File: src/rtl/mult_complex_e_pipe_if.sv
// Sample/result bundle for the pipelined complex rotator mult_complex_e_pipe.
// The master drives samples and control; the slave (the rotator) returns results.
interface mult_complex_e_pipe_if #(
    parameter int LOG2N  = 4,
    parameter int DATA_W = 16
);
    logic                     en;
    logic                     in_valid;
    logic                     inv;
    logic signed [DATA_W-1:0] in_data_i;
    logic signed [DATA_W-1:0] in_data_q;
    logic [LOG2N-1:0]         fi_idx;

    logic signed [DATA_W-1:0] out_data_minus_i;
    logic signed [DATA_W-1:0] out_data_minus_q;
    logic signed [DATA_W-1:0] out_data_plus_i;
    logic signed [DATA_W-1:0] out_data_plus_q;
    logic [LOG2N-1:0]         out_idx;
    logic                     out_valid;

    modport master (
        output en, in_valid, inv, in_data_i, in_data_q, fi_idx,
        input  out_data_minus_i, out_data_minus_q, out_data_plus_i, out_data_plus_q,
        input  out_idx, out_valid
    );

    modport slave (
        input  en, in_valid, inv, in_data_i, in_data_q, fi_idx,
        output out_data_minus_i, out_data_minus_q, out_data_plus_i, out_data_plus_q,
        output out_idx, out_valid
    );
endinterface

File: src/rtl/mult_complex_e_pipe.sv
// 4-stage complex rotator: x*e^(-j2pi k/N) and x*e^(+j2pi k/N) from a quarter-wave cosine ROM.
// Define ROT_ROUND_EN for round-half-up scaling; default is floor (truncating) scaling.
module mult_complex_e_pipe #(
    parameter int LOG2N  = 4,
    parameter int DATA_W = 16,
    parameter int TW_W   = 16
) (
    input logic                clk,
    input logic                rst,
    mult_complex_e_pipe_if.slave bus
);
    localparam int N  = 1 << LOG2N;
    localparam int QN = N / 4;
    localparam int AW = LOG2N - 1;
    localparam int PW = DATA_W + TW_W;
    localparam int SW = PW + 1;
    localparam int SH = TW_W - 1;
    localparam int RW = SW - SH;

    localparam longint AMP    = (64'sd1 <<< (TW_W - 1)) - 64'sd1;
    localparam longint PI_Q30 = 64'sd3373259426;

    localparam logic signed [RW-1:0] SAT_MAX = RW'((64'sd1 <<< (DATA_W - 1)) - 64'sd1);
    localparam logic signed [RW-1:0] SAT_MIN = ~SAT_MAX;

    // Fixed-point (Q30) Taylor series keeps ROM construction free of real arithmetic.
    function automatic logic signed [TW_W-1:0] rom_val(input int j);
        longint x;
        longint x2;
        longint term;
        longint acc;
        longint prod;
        if (j >= QN) return '0;
        x    = (64'sd2 * PI_Q30 * longint'(j)) >>> LOG2N;
        x2   = (x * x) >>> 30;
        term = 64'sd1 <<< 30;
        acc  = term;
        for (int i = 1; i <= 10; i++) begin
            term = -((term * x2) >>> 30) / longint'((2 * i - 1) * (2 * i));
            acc  = acc + term;
        end
        prod = (AMP * acc + (64'sd1 <<< 29)) >>> 30;
        return TW_W'(prod);
    endfunction

    function automatic logic signed [RW-1:0] round_shift(input logic signed [SW-1:0] v);
        logic signed [SW-1:0] t;
`ifdef ROT_ROUND_EN
        t = v + SW'(64'sd1 <<< (TW_W - 2));
`else
        t = v;
`endif
        return RW'(t >>> SH);
    endfunction

    function automatic logic signed [DATA_W-1:0] saturate(input logic signed [RW-1:0] v);
        if (v > SAT_MAX) return {1'b0, {(DATA_W-1){1'b1}}};
        else if (v < SAT_MIN) return {1'b1, {(DATA_W-1){1'b0}}};
        else return DATA_W'(v);
    endfunction

    logic signed [TW_W-1:0] rom [QN+1];
    for (genvar j = 0; j <= QN; j++) begin : g_rom
        localparam logic signed [TW_W-1:0] CJ = rom_val(j);
        assign rom[j] = CJ;
    end

    // ---- Stage 1: capture sample, index, mode and valid ----
    logic signed [DATA_W-1:0] xi_p1, xq_p1;
    logic [LOG2N-1:0]         idx_p1;
    logic                     inv_p1, vld_p1;

    always_ff @(posedge clk) begin
        if (rst) vld_p1 <= 1'b0;
        else if (bus.en) vld_p1 <= bus.in_valid;
    end

    always_ff @(posedge clk) begin
        if (bus.en) begin
            xi_p1  <= bus.in_data_i;
            xq_p1  <= bus.in_data_q;
            idx_p1 <= bus.fi_idx;
            inv_p1 <= bus.inv;
        end
    end

    logic [1:0]    qd_p1;
    logic [AW-1:0] addr_r_p1, addr_rb_p1;

    assign qd_p1      = idx_p1[LOG2N-1 -: 2];
    assign addr_r_p1  = {1'b0, idx_p1[LOG2N-3:0]};
    assign addr_rb_p1 = AW'(QN) - addr_r_p1;

    // ---- Stage 2: ROM read and quadrant fold ----
    logic signed [TW_W-1:0] ca_p1, cb_p1, c_nx, s_nx;

    assign ca_p1 = rom[addr_r_p1];
    assign cb_p1 = rom[addr_rb_p1];

    always_comb begin
        c_nx = ca_p1;
        s_nx = cb_p1;
        unique case (qd_p1)
            2'd0: begin c_nx = ca_p1;  s_nx = cb_p1;  end
            2'd1: begin c_nx = -cb_p1; s_nx = ca_p1;  end
            2'd2: begin c_nx = -ca_p1; s_nx = -cb_p1; end
            default: begin c_nx = cb_p1; s_nx = -ca_p1; end
        endcase
    end

    logic signed [TW_W-1:0]   c_p2, s_p2;
    logic signed [DATA_W-1:0] xi_p2, xq_p2;
    logic [LOG2N-1:0]         idx_p2;
    logic                     inv_p2, vld_p2;

    always_ff @(posedge clk) begin
        if (rst) vld_p2 <= 1'b0;
        else if (bus.en) vld_p2 <= vld_p1;
    end

    always_ff @(posedge clk) begin
        if (bus.en) begin
            c_p2   <= c_nx;
            s_p2   <= s_nx;
            xi_p2  <= xi_p1;
            xq_p2  <= xq_p1;
            idx_p2 <= idx_p1;
            inv_p2 <= inv_p1;
        end
    end

    // ---- Stage 3: four partial products ----
    logic signed [PW-1:0] pic_p3, pqc_p3, pis_p3, pqs_p3;
    logic [LOG2N-1:0]     idx_p3;
    logic                 inv_p3, vld_p3;

    always_ff @(posedge clk) begin
        if (rst) vld_p3 <= 1'b0;
        else if (bus.en) vld_p3 <= vld_p2;
    end

    always_ff @(posedge clk) begin
        if (bus.en) begin
            pic_p3 <= PW'(xi_p2) * PW'(c_p2);
            pqc_p3 <= PW'(xq_p2) * PW'(c_p2);
            pis_p3 <= PW'(xi_p2) * PW'(s_p2);
            pqs_p3 <= PW'(xq_p2) * PW'(s_p2);
            idx_p3 <= idx_p2;
            inv_p3 <= inv_p2;
        end
    end

    // ---- Stage 4: combine, scale, saturate, register outputs ----
    logic signed [SW-1:0]     mi_sum, mq_sum, pi_sum, pq_sum;
    logic signed [DATA_W-1:0] mi_res, mq_res, pi_res, pq_res;

    assign mi_sum = SW'(pic_p3) + SW'(pqs_p3);
    assign mq_sum = SW'(pqc_p3) - SW'(pis_p3);
    assign pi_sum = SW'(pic_p3) - SW'(pqs_p3);
    assign pq_sum = SW'(pqc_p3) + SW'(pis_p3);

    assign mi_res = saturate(round_shift(mi_sum));
    assign mq_res = saturate(round_shift(mq_sum));
    assign pi_res = saturate(round_shift(pi_sum));
    assign pq_res = saturate(round_shift(pq_sum));

    always_ff @(posedge clk) begin
        if (rst) begin
            bus.out_valid        <= 1'b0;
            bus.out_idx          <= '0;
            bus.out_data_minus_i <= '0;
            bus.out_data_minus_q <= '0;
            bus.out_data_plus_i  <= '0;
            bus.out_data_plus_q  <= '0;
        end else if (bus.en) begin
            bus.out_valid <= vld_p3;
            bus.out_idx   <= idx_p3;
            if (inv_p3) begin
                bus.out_data_minus_i <= pi_res;
                bus.out_data_minus_q <= pq_res;
                bus.out_data_plus_i  <= mi_res;
                bus.out_data_plus_q  <= mq_res;
            end else begin
                bus.out_data_minus_i <= mi_res;
                bus.out_data_minus_q <= mq_res;
                bus.out_data_plus_i  <= pi_res;
                bus.out_data_plus_q  <= pq_res;
            end
        end
    end
endmodule

File: src/flat_wrapper.sv
// flat-port wrapper written by rule: the top's interface ports become plain ports
module mult_complex_e_pipe_flat 
#(
    parameter int LOG2N  = 4,
    parameter int DATA_W = 16,
    parameter int TW_W   = 16
)
  (clk, rst, bus_en, bus_in_valid, bus_inv, bus_in_data_i, bus_in_data_q, bus_fi_idx, bus_out_data_minus_i, bus_out_data_minus_q, bus_out_data_plus_i, bus_out_data_plus_q, bus_out_idx, bus_out_valid);
  mult_complex_e_pipe_if #(.LOG2N(LOG2N), .DATA_W(DATA_W)) bus_i ();
  input logic clk;
  input logic rst;
  input wire logic [$bits(bus_i.en)-1:0] bus_en;
  input wire logic [$bits(bus_i.in_valid)-1:0] bus_in_valid;
  input wire logic [$bits(bus_i.inv)-1:0] bus_inv;
  input wire logic [$bits(bus_i.in_data_i)-1:0] bus_in_data_i;
  input wire logic [$bits(bus_i.in_data_q)-1:0] bus_in_data_q;
  input wire logic [$bits(bus_i.fi_idx)-1:0] bus_fi_idx;
  output wire logic [$bits(bus_i.out_data_minus_i)-1:0] bus_out_data_minus_i;
  output wire logic [$bits(bus_i.out_data_minus_q)-1:0] bus_out_data_minus_q;
  output wire logic [$bits(bus_i.out_data_plus_i)-1:0] bus_out_data_plus_i;
  output wire logic [$bits(bus_i.out_data_plus_q)-1:0] bus_out_data_plus_q;
  output wire logic [$bits(bus_i.out_idx)-1:0] bus_out_idx;
  output wire logic [$bits(bus_i.out_valid)-1:0] bus_out_valid;
  assign bus_i.en = bus_en;
  assign bus_i.in_valid = bus_in_valid;
  assign bus_i.inv = bus_inv;
  assign bus_i.in_data_i = bus_in_data_i;
  assign bus_i.in_data_q = bus_in_data_q;
  assign bus_i.fi_idx = bus_fi_idx;
  assign bus_out_data_minus_i = bus_i.out_data_minus_i;
  assign bus_out_data_minus_q = bus_i.out_data_minus_q;
  assign bus_out_data_plus_i = bus_i.out_data_plus_i;
  assign bus_out_data_plus_q = bus_i.out_data_plus_q;
  assign bus_out_idx = bus_i.out_idx;
  assign bus_out_valid = bus_i.out_valid;
  mult_complex_e_pipe #(.LOG2N(LOG2N), .DATA_W(DATA_W), .TW_W(TW_W)) u_core (.clk(clk), .rst(rst), .bus(bus_i));
endmodule
File: config.mk
export PLATFORM = sky130hd
export DESIGN_NAME = mult_complex_e_pipe_flat
export DESIGN_NICKNAME = d
export VERILOG_FILES = /design/src/rtl/mult_complex_e_pipe_if.sv /design/src/rtl/mult_complex_e_pipe.sv /design/src/flat_wrapper.sv
export SDC_FILE = /design/constraint.sdc
export NUM_CORES = 2
export LEC_CHECK = 0
export CORE_UTILIZATION = 51
export CTS_CLUSTER_DIAMETER = 40
export DETAILED_ROUTE_END_ITERATION = 6
export PLACE_DENSITY_LB_ADDON = 0.25
export SLEW_MARGIN = 20
export SYNTH_ARGS = -nofsm -noshare
export SYNTH_HDL_FRONTEND = slang
export SYNTH_SLANG_ARGS = --single-unit
File: constraint.sdc
create_clock -name clk -period 6.2 [get_ports clk]
set_clock_uncertainty 0.05 [all_clocks]
set_input_delay 1.55 -clock clk [delete_from_list [all_inputs] [get_ports clk]]
set_output_delay 1.55 -clock clk [all_outputs]
set_load 0.01 [all_outputs]
Word level (Yosys, flattened, before mapping)
Memory sizes are Yosys's and may differ from the RTL's.
Cells that the tools add are included.
{ "word_totals": {"memories": 2, "rom_bits": 256, "ff_bits": 311, "inputBits": 41, "output_inout_bits": 69, "word_cells": 71} }
{ "memory_table": {"columns": ["name", "words", "word_bits", "read_ports", "rd_clocked_by_memory_dff", "write_ports", "line", "text"], "rows": [
  ["(name not given)", 8, 16, 1, 0, 0, "mult_complex_e_pipe.sv:98", "assign cb_p1 = rom[addr_rb_p1];"],
  ["(name not given)", 8, 16, 1, 0, 0, "mult_complex_e_pipe.sv:97", "assign ca_p1 = rom[addr_r_p1];"]
]} }
{ "classes": {"bitwise_logic": 2, "eq_ne": 2, "mux": 18, "n_lt_le_gt_ge": 10, "mul": 4, "add_sub_neg": 7, "reduce_logical": 1} }
{ "op_table": {"columns": ["op", "n"], "rows": [
  ["two-way mux 16 bit", 16],
  ["multiplier 16 x 16 -> 32 bit", 4],
  ["case mux 16 bit (3 select lines)", 2],
  ["> comparator 18 x 16 -> 1 bit, second input constant", 4],
  ["< comparator 18 x 16 -> 1 bit, second input constant", 4],
  ["adder 32 x 32 -> 33 bit", 2],
  ["subtractor 32 x 32 -> 33 bit", 2],
  ["negator 16 bit", 2],
  [">= comparator 4 bit, second input constant", 2],
  ["NOT 2 -> 4 bit", 1],
  ["NOT 3 -> 4 bit", 1],
  ["subtractor 3 x 2 -> 3 bit, first input constant", 1],
  ["equality test 2 x 1 -> 1 bit, second input constant", 1],
  ["equality test 2 bit, second input constant", 1],
  ["logical NOT 2 bit", 1]
]} }

Longest topological paths before layout
{ "logic_depth": {"depth_word": 7, "mapped_depth": 26, "depth_no_buf": 24} }

Least setup slack after synthesis
Ideal clock, no wire load.
{ "synth_path": {"path_type": "register -> register", "start": "reg u_core.s_p2[5]", "end": "reg u_core.pis_p3[30] (data pin)", "slack_ps": -325, "arrival_ps": 6218, "path_stages_with_launch": 22, "n_path_buf": 1, "setup_ps": 258, "cell_sequence": "edfxtp_1 > clkbuf_1 > and2_1 > ha_1 > inv_1 > ha_1 > or2_2 > fa_1 > fa_1 > fa_1 > fa_1 > inv_1 > fa_1 > inv_1 > ha_1 > a21o_1 > or4_1 > o211a_1 > a211oi_1 > o21bai_1 > a21oi_1 > xnor2_1"} }
{ "synth_between": {"elab_chain_len": 1} }
{ "synth_lines": {"columns": ["element", "line", "text"], "rows": [
  ["start: declaration", "mult_complex_e_pipe.sv:111", "logic signed [TW_W-1:0] c_p2, s_p2;"],
  ["start signal: assignment", "mult_complex_e_pipe.sv:124", "s_p2 <= s_nx;"],
  ["multiplier 16 x 16 -> 32 bit", "mult_complex_e_pipe.sv:146", "pis_p3 <= PW'(xi_p2) * PW'(s_p2);"],
  ["end signal: assignment", "mult_complex_e_pipe.sv:146", null],
  ["end: declaration", "mult_complex_e_pipe.sv:133", "logic signed [PW-1:0] pic_p3, pqc_p3, pis_p3, pqs_p3;"]
]} }
No other way between the ends.
A chain may end at the register's enable or synchronous reset.

Final worst setup path
{ "layout_path": {"start": "reg u_core.xi_p2[13]", "end": "reg u_core.pis_p3[30] (data pin)"} }
{ "layout_between": {"elab_chain_len": 1} }
{ "layout_lines": {"columns": ["element", "line", "text"], "rows": [
  ["start: declaration", "mult_complex_e_pipe.sv:112", "logic signed [DATA_W-1:0] xi_p2, xq_p2;"],
  ["start signal: assignment", "mult_complex_e_pipe.sv:125", "xi_p2 <= xi_p1;"],
  ["multiplier 16 x 16 -> 32 bit", "mult_complex_e_pipe.sv:146", null]
]} }
No other way between the ends.

==> results.json <==
{
  "status": "finished, violations left",
  "violations": "setup timing",
  "ant_nets": 0,
  "grt_pass1_wl_um": 238000,
  "synth_top_area_cell": "fa_1",
  "hold_ws_ns": 0.368,
  "synthXorXnorAreaFrac_pct": 3.11,
  "dieArea_mm2": 0.109,
  "grt_max_degree": 128,
  "die_w_um": 330,
  "setup_tns_ns": -3.18,
  "clockBufferDepth": 3,
  "yosys_warnings": 0,
  "cts_buffers": 58,
  "fmax_mhz": 154,
  "multi_input_area_mm2": 0.0422,
  "cp_max_fo": 10,
  "drtIter0Drc": 2710,
  "rows": 119,
  "grt-ovfl-total": 0,
  "arrival_ns": 6.87,
  "vias_per_cell": 5.34,
  "nFillCells": 8712,
  "grt_pass1_vias": 43700,
  "ys_types": 96,
  "syn_area_mm2": 0.0548,
  "synth_fa_ha_area_share_pct": 49.0,
  "synth_area_per_cell_um2": 9.59,
  "fin_crit_sh_pct": 105,
  "drtPass1Iterations": 5,
  "synth_top_family_by_area": "adder cells",
  "maxCapViolCount": 0,
  "place.gp.congestion": 0.938,
  "min_period_ns": 6.49,
  "dp_hpwl_um": 125000,
  "cts_tree": "built",
  "drc_errors": 0,
  "synthTopCellsByArea": "fa_1 38%, edfxtp_1 13%, ha_1 11%",
  "tightest_slew_ns": 0.996,
  "final.setup.worst_slack_ns": -0.289,
  "hold_violations": 0,
  "slew_headroom_pct": 33.6,
  "htreeDepth": 2,
  "critPathKind": "flip-flop to flip-flop",
  "mostFrequentLayoutCells": "1,277 x inv_1, 997 x fa_1, 590 x buf_4",
  "report.final.slew_viol_count": 0,
  "synth-compound-area-share_pct": 9.16,
  "dr_total_vias": 41700,
  "wire_per_inst_um": 19.2,
  "syn_nets": 7285,
  "hold_class": "flip-flop to flip-flop",
  "clk_pin_slew_ns": 0.06,
  "clk_latency_ns": 0.68,
  "cts.sinks": 305,
  "final_net_count": 7932,
  "ys_async_sr_fraction_pct": 0,
  "routed_wl_um": 150000,
  "rsz0062_at_grt": "true",
  "utilization_pct": 62.8,
  "ys.flop_type": "edfxtp_1",
  "placed_cells": 7614,
  "start_util_pct": 51.7,
  "setup_viol": 30,
  "required_ns": 6.58,
  "synth-edff-count": 233,
  "grt_use_total_pct": 28.4,
  "antenna_found_initial": 8,
  "synth_top_area_share_pct": 38.0,
  "cts-root-buf": "clkbuf_16",
  "fin_cells": 7806,
  "synthMuxAreaShare_pct": 0.331,
  "diodes": 0,
  "netlist_instances": 5718,
  "synthSimpleGateAreaFrac_pct": 12.3,
  "pin_count": 110,
  "die_h_um": 330,
  "synth_seq_cells": 305,
  "startpoint_type": "flip-flop",
  "core_mm2": 0.106,
  "seqCellArea_mm2": 0.00844,
  "portBuffers": 109,
  "cp-end-kind": "flip-flop",
  "layout_commonest_cell": "inv_1",
  "drive_gt1_share_pct": 18.3,
  "yosysSeqAreaShare_pct": 15.4,
  "syn2layout_area_growth_pct": 21.5
}
-- path summary, 6_finish.rpt --
kind / from / to / slack, ns / cells past startpoint
worst max-delay path: u_core.xi_p2[13] / u_core.pis_p3[30] / -0.29 / 20
worst min register to register: u_core.xq_p1[14] / u_core.xq_p2[14] / 0.37 / 0
worst min-delay path: u_core.xq_p1[14] / u_core.xq_p2[14] / 0.37 / 0
worst max register to register: u_core.xi_p2[13] / u_core.pis_p3[30] / -0.29 / 20
-- sequential cells by signal (all words and copies together), names as in the netlist, 4 cells and up --
| register | flops |
|---|---|
| u_core.pqs_p3 | 32 |
| u_core.bus.out_idx | 4 |
| u_core.pic_p3 | 32 |
| u_core.xq_p2 | 16 |
| u_core.bus.out_data_minus_i | 16 |
| u_core.pis_p3 | 32 |
| u_core.xq_p1 | 16 |
| u_core.bus.out_data_plus_i | 16 |
| u_core.idx_p1 | 4 |
| u_core.c_p2 | 13 |
| u_core.bus.out_data_plus_q | 16 |
| u_core.pqc_p3 | 32 |
| u_core.idx_p2 | 4 |
| u_core.xi_p2 | 16 |
| u_core.xi_p1 | 16 |
| u_core.bus.out_data_minus_q | 16 |
| u_core.s_p2 | 13 |
| u_core.idx_p3 | 4 |
-- synthesized netlist by cell type (all sizes together), types with 17 or more instances --
library cell / n
o21bai: 39
mux2i: 17
nor2: 228
fa: 1040
a21o: 63
o31ai: 32
edfxtp: 233
nor2b: 25
nand2b: 47
and3: 19
a211oi: 49
or2: 18
o21a: 17
o21ai: 132
xnor2: 157
inv: 1323
a211o: 22
ha: 486
dfxtp: 72
a31oi: 24
and2: 362
a21oi: 219
nand3: 32
nor3: 48
nor4: 24
clkbuf: 201
nand2: 539
xor2: 38
-- critical path, cell delays in order, from the launching register on --
cell	delay (ns)
edfxtp_1	0.51
buf_6	0.19
buf_4	0.18
nand2_1	0.10
fa_1	0.55
inv_1	0.06
fa_1	0.56
fa_1	0.45
fa_1	0.51
fa_1	0.49
inv_1	0.05
fa_1	0.53
inv_2	0.05
ha_4	0.21
a21o_1	0.21
or4_4	0.55
o211a_1	0.26
a211oi_2	0.28
o21bai_1	0.11
a21oi_1	0.23
xnor2_1	0.09
-- repair_timing --
action,in CTS,in global routing
pin swaps,153,152
endpoints found under the hold margin,0,0
cloned,3,1
hold buffers,0,0
setup endpoints to repair,41,50
buffers inserted,57,39
resized for setup,231,203
-- cell type report --
cell class,count,share of cell area [%]
Timing Repair Buffer,804,10.7
Sequential cell,305,12.7
Multi-Input combinational cell,3868,63.3
Tap cell,1391,2.61
Inverter,1328,7.50
Clock buffer,63,2.30
Clock inverter,47,0.879
-- through the flow --
step	setup WS, ns	area, um2
6_report	-0.289	66600
5_1_grt	-0.458	66600
4_1_cts	-0.221	65600
3_5_place_dp	-0.397	62200
3_3_place_gp	-0.379	62200
2_1_floorplan	-0.0294	55100
-- per-layer routing --
| metal | wire length [um] | vias to the layer above | share of wire, % | track usage (%) |
|---|---|---|---|---|
| met5 | 28 | - | 0.019 | 0 |
| li1 | - | 19100 | - | - |
| met4 | 5320 | 6 | 3.5 | 9.14 |
| met2 | 72000 | 1228 | 48 | 47.0 |
| met1 | 63800 | 21100 | 43 | 39.1 |
| met3 | 8790 | 236 | 5.9 | 3.24 |
-- cell families after synthesis --
group | count (synthesis)
buf+inv | 1545
fa+ha+maj | 1526
simple gates | 1391
compound gates | 738
flops | 305
xor+xnor | 195
mux | 18
Power is not shown: default switching activity piles up to over one toggle a cycle in this logic, so the estimate is an artifact.
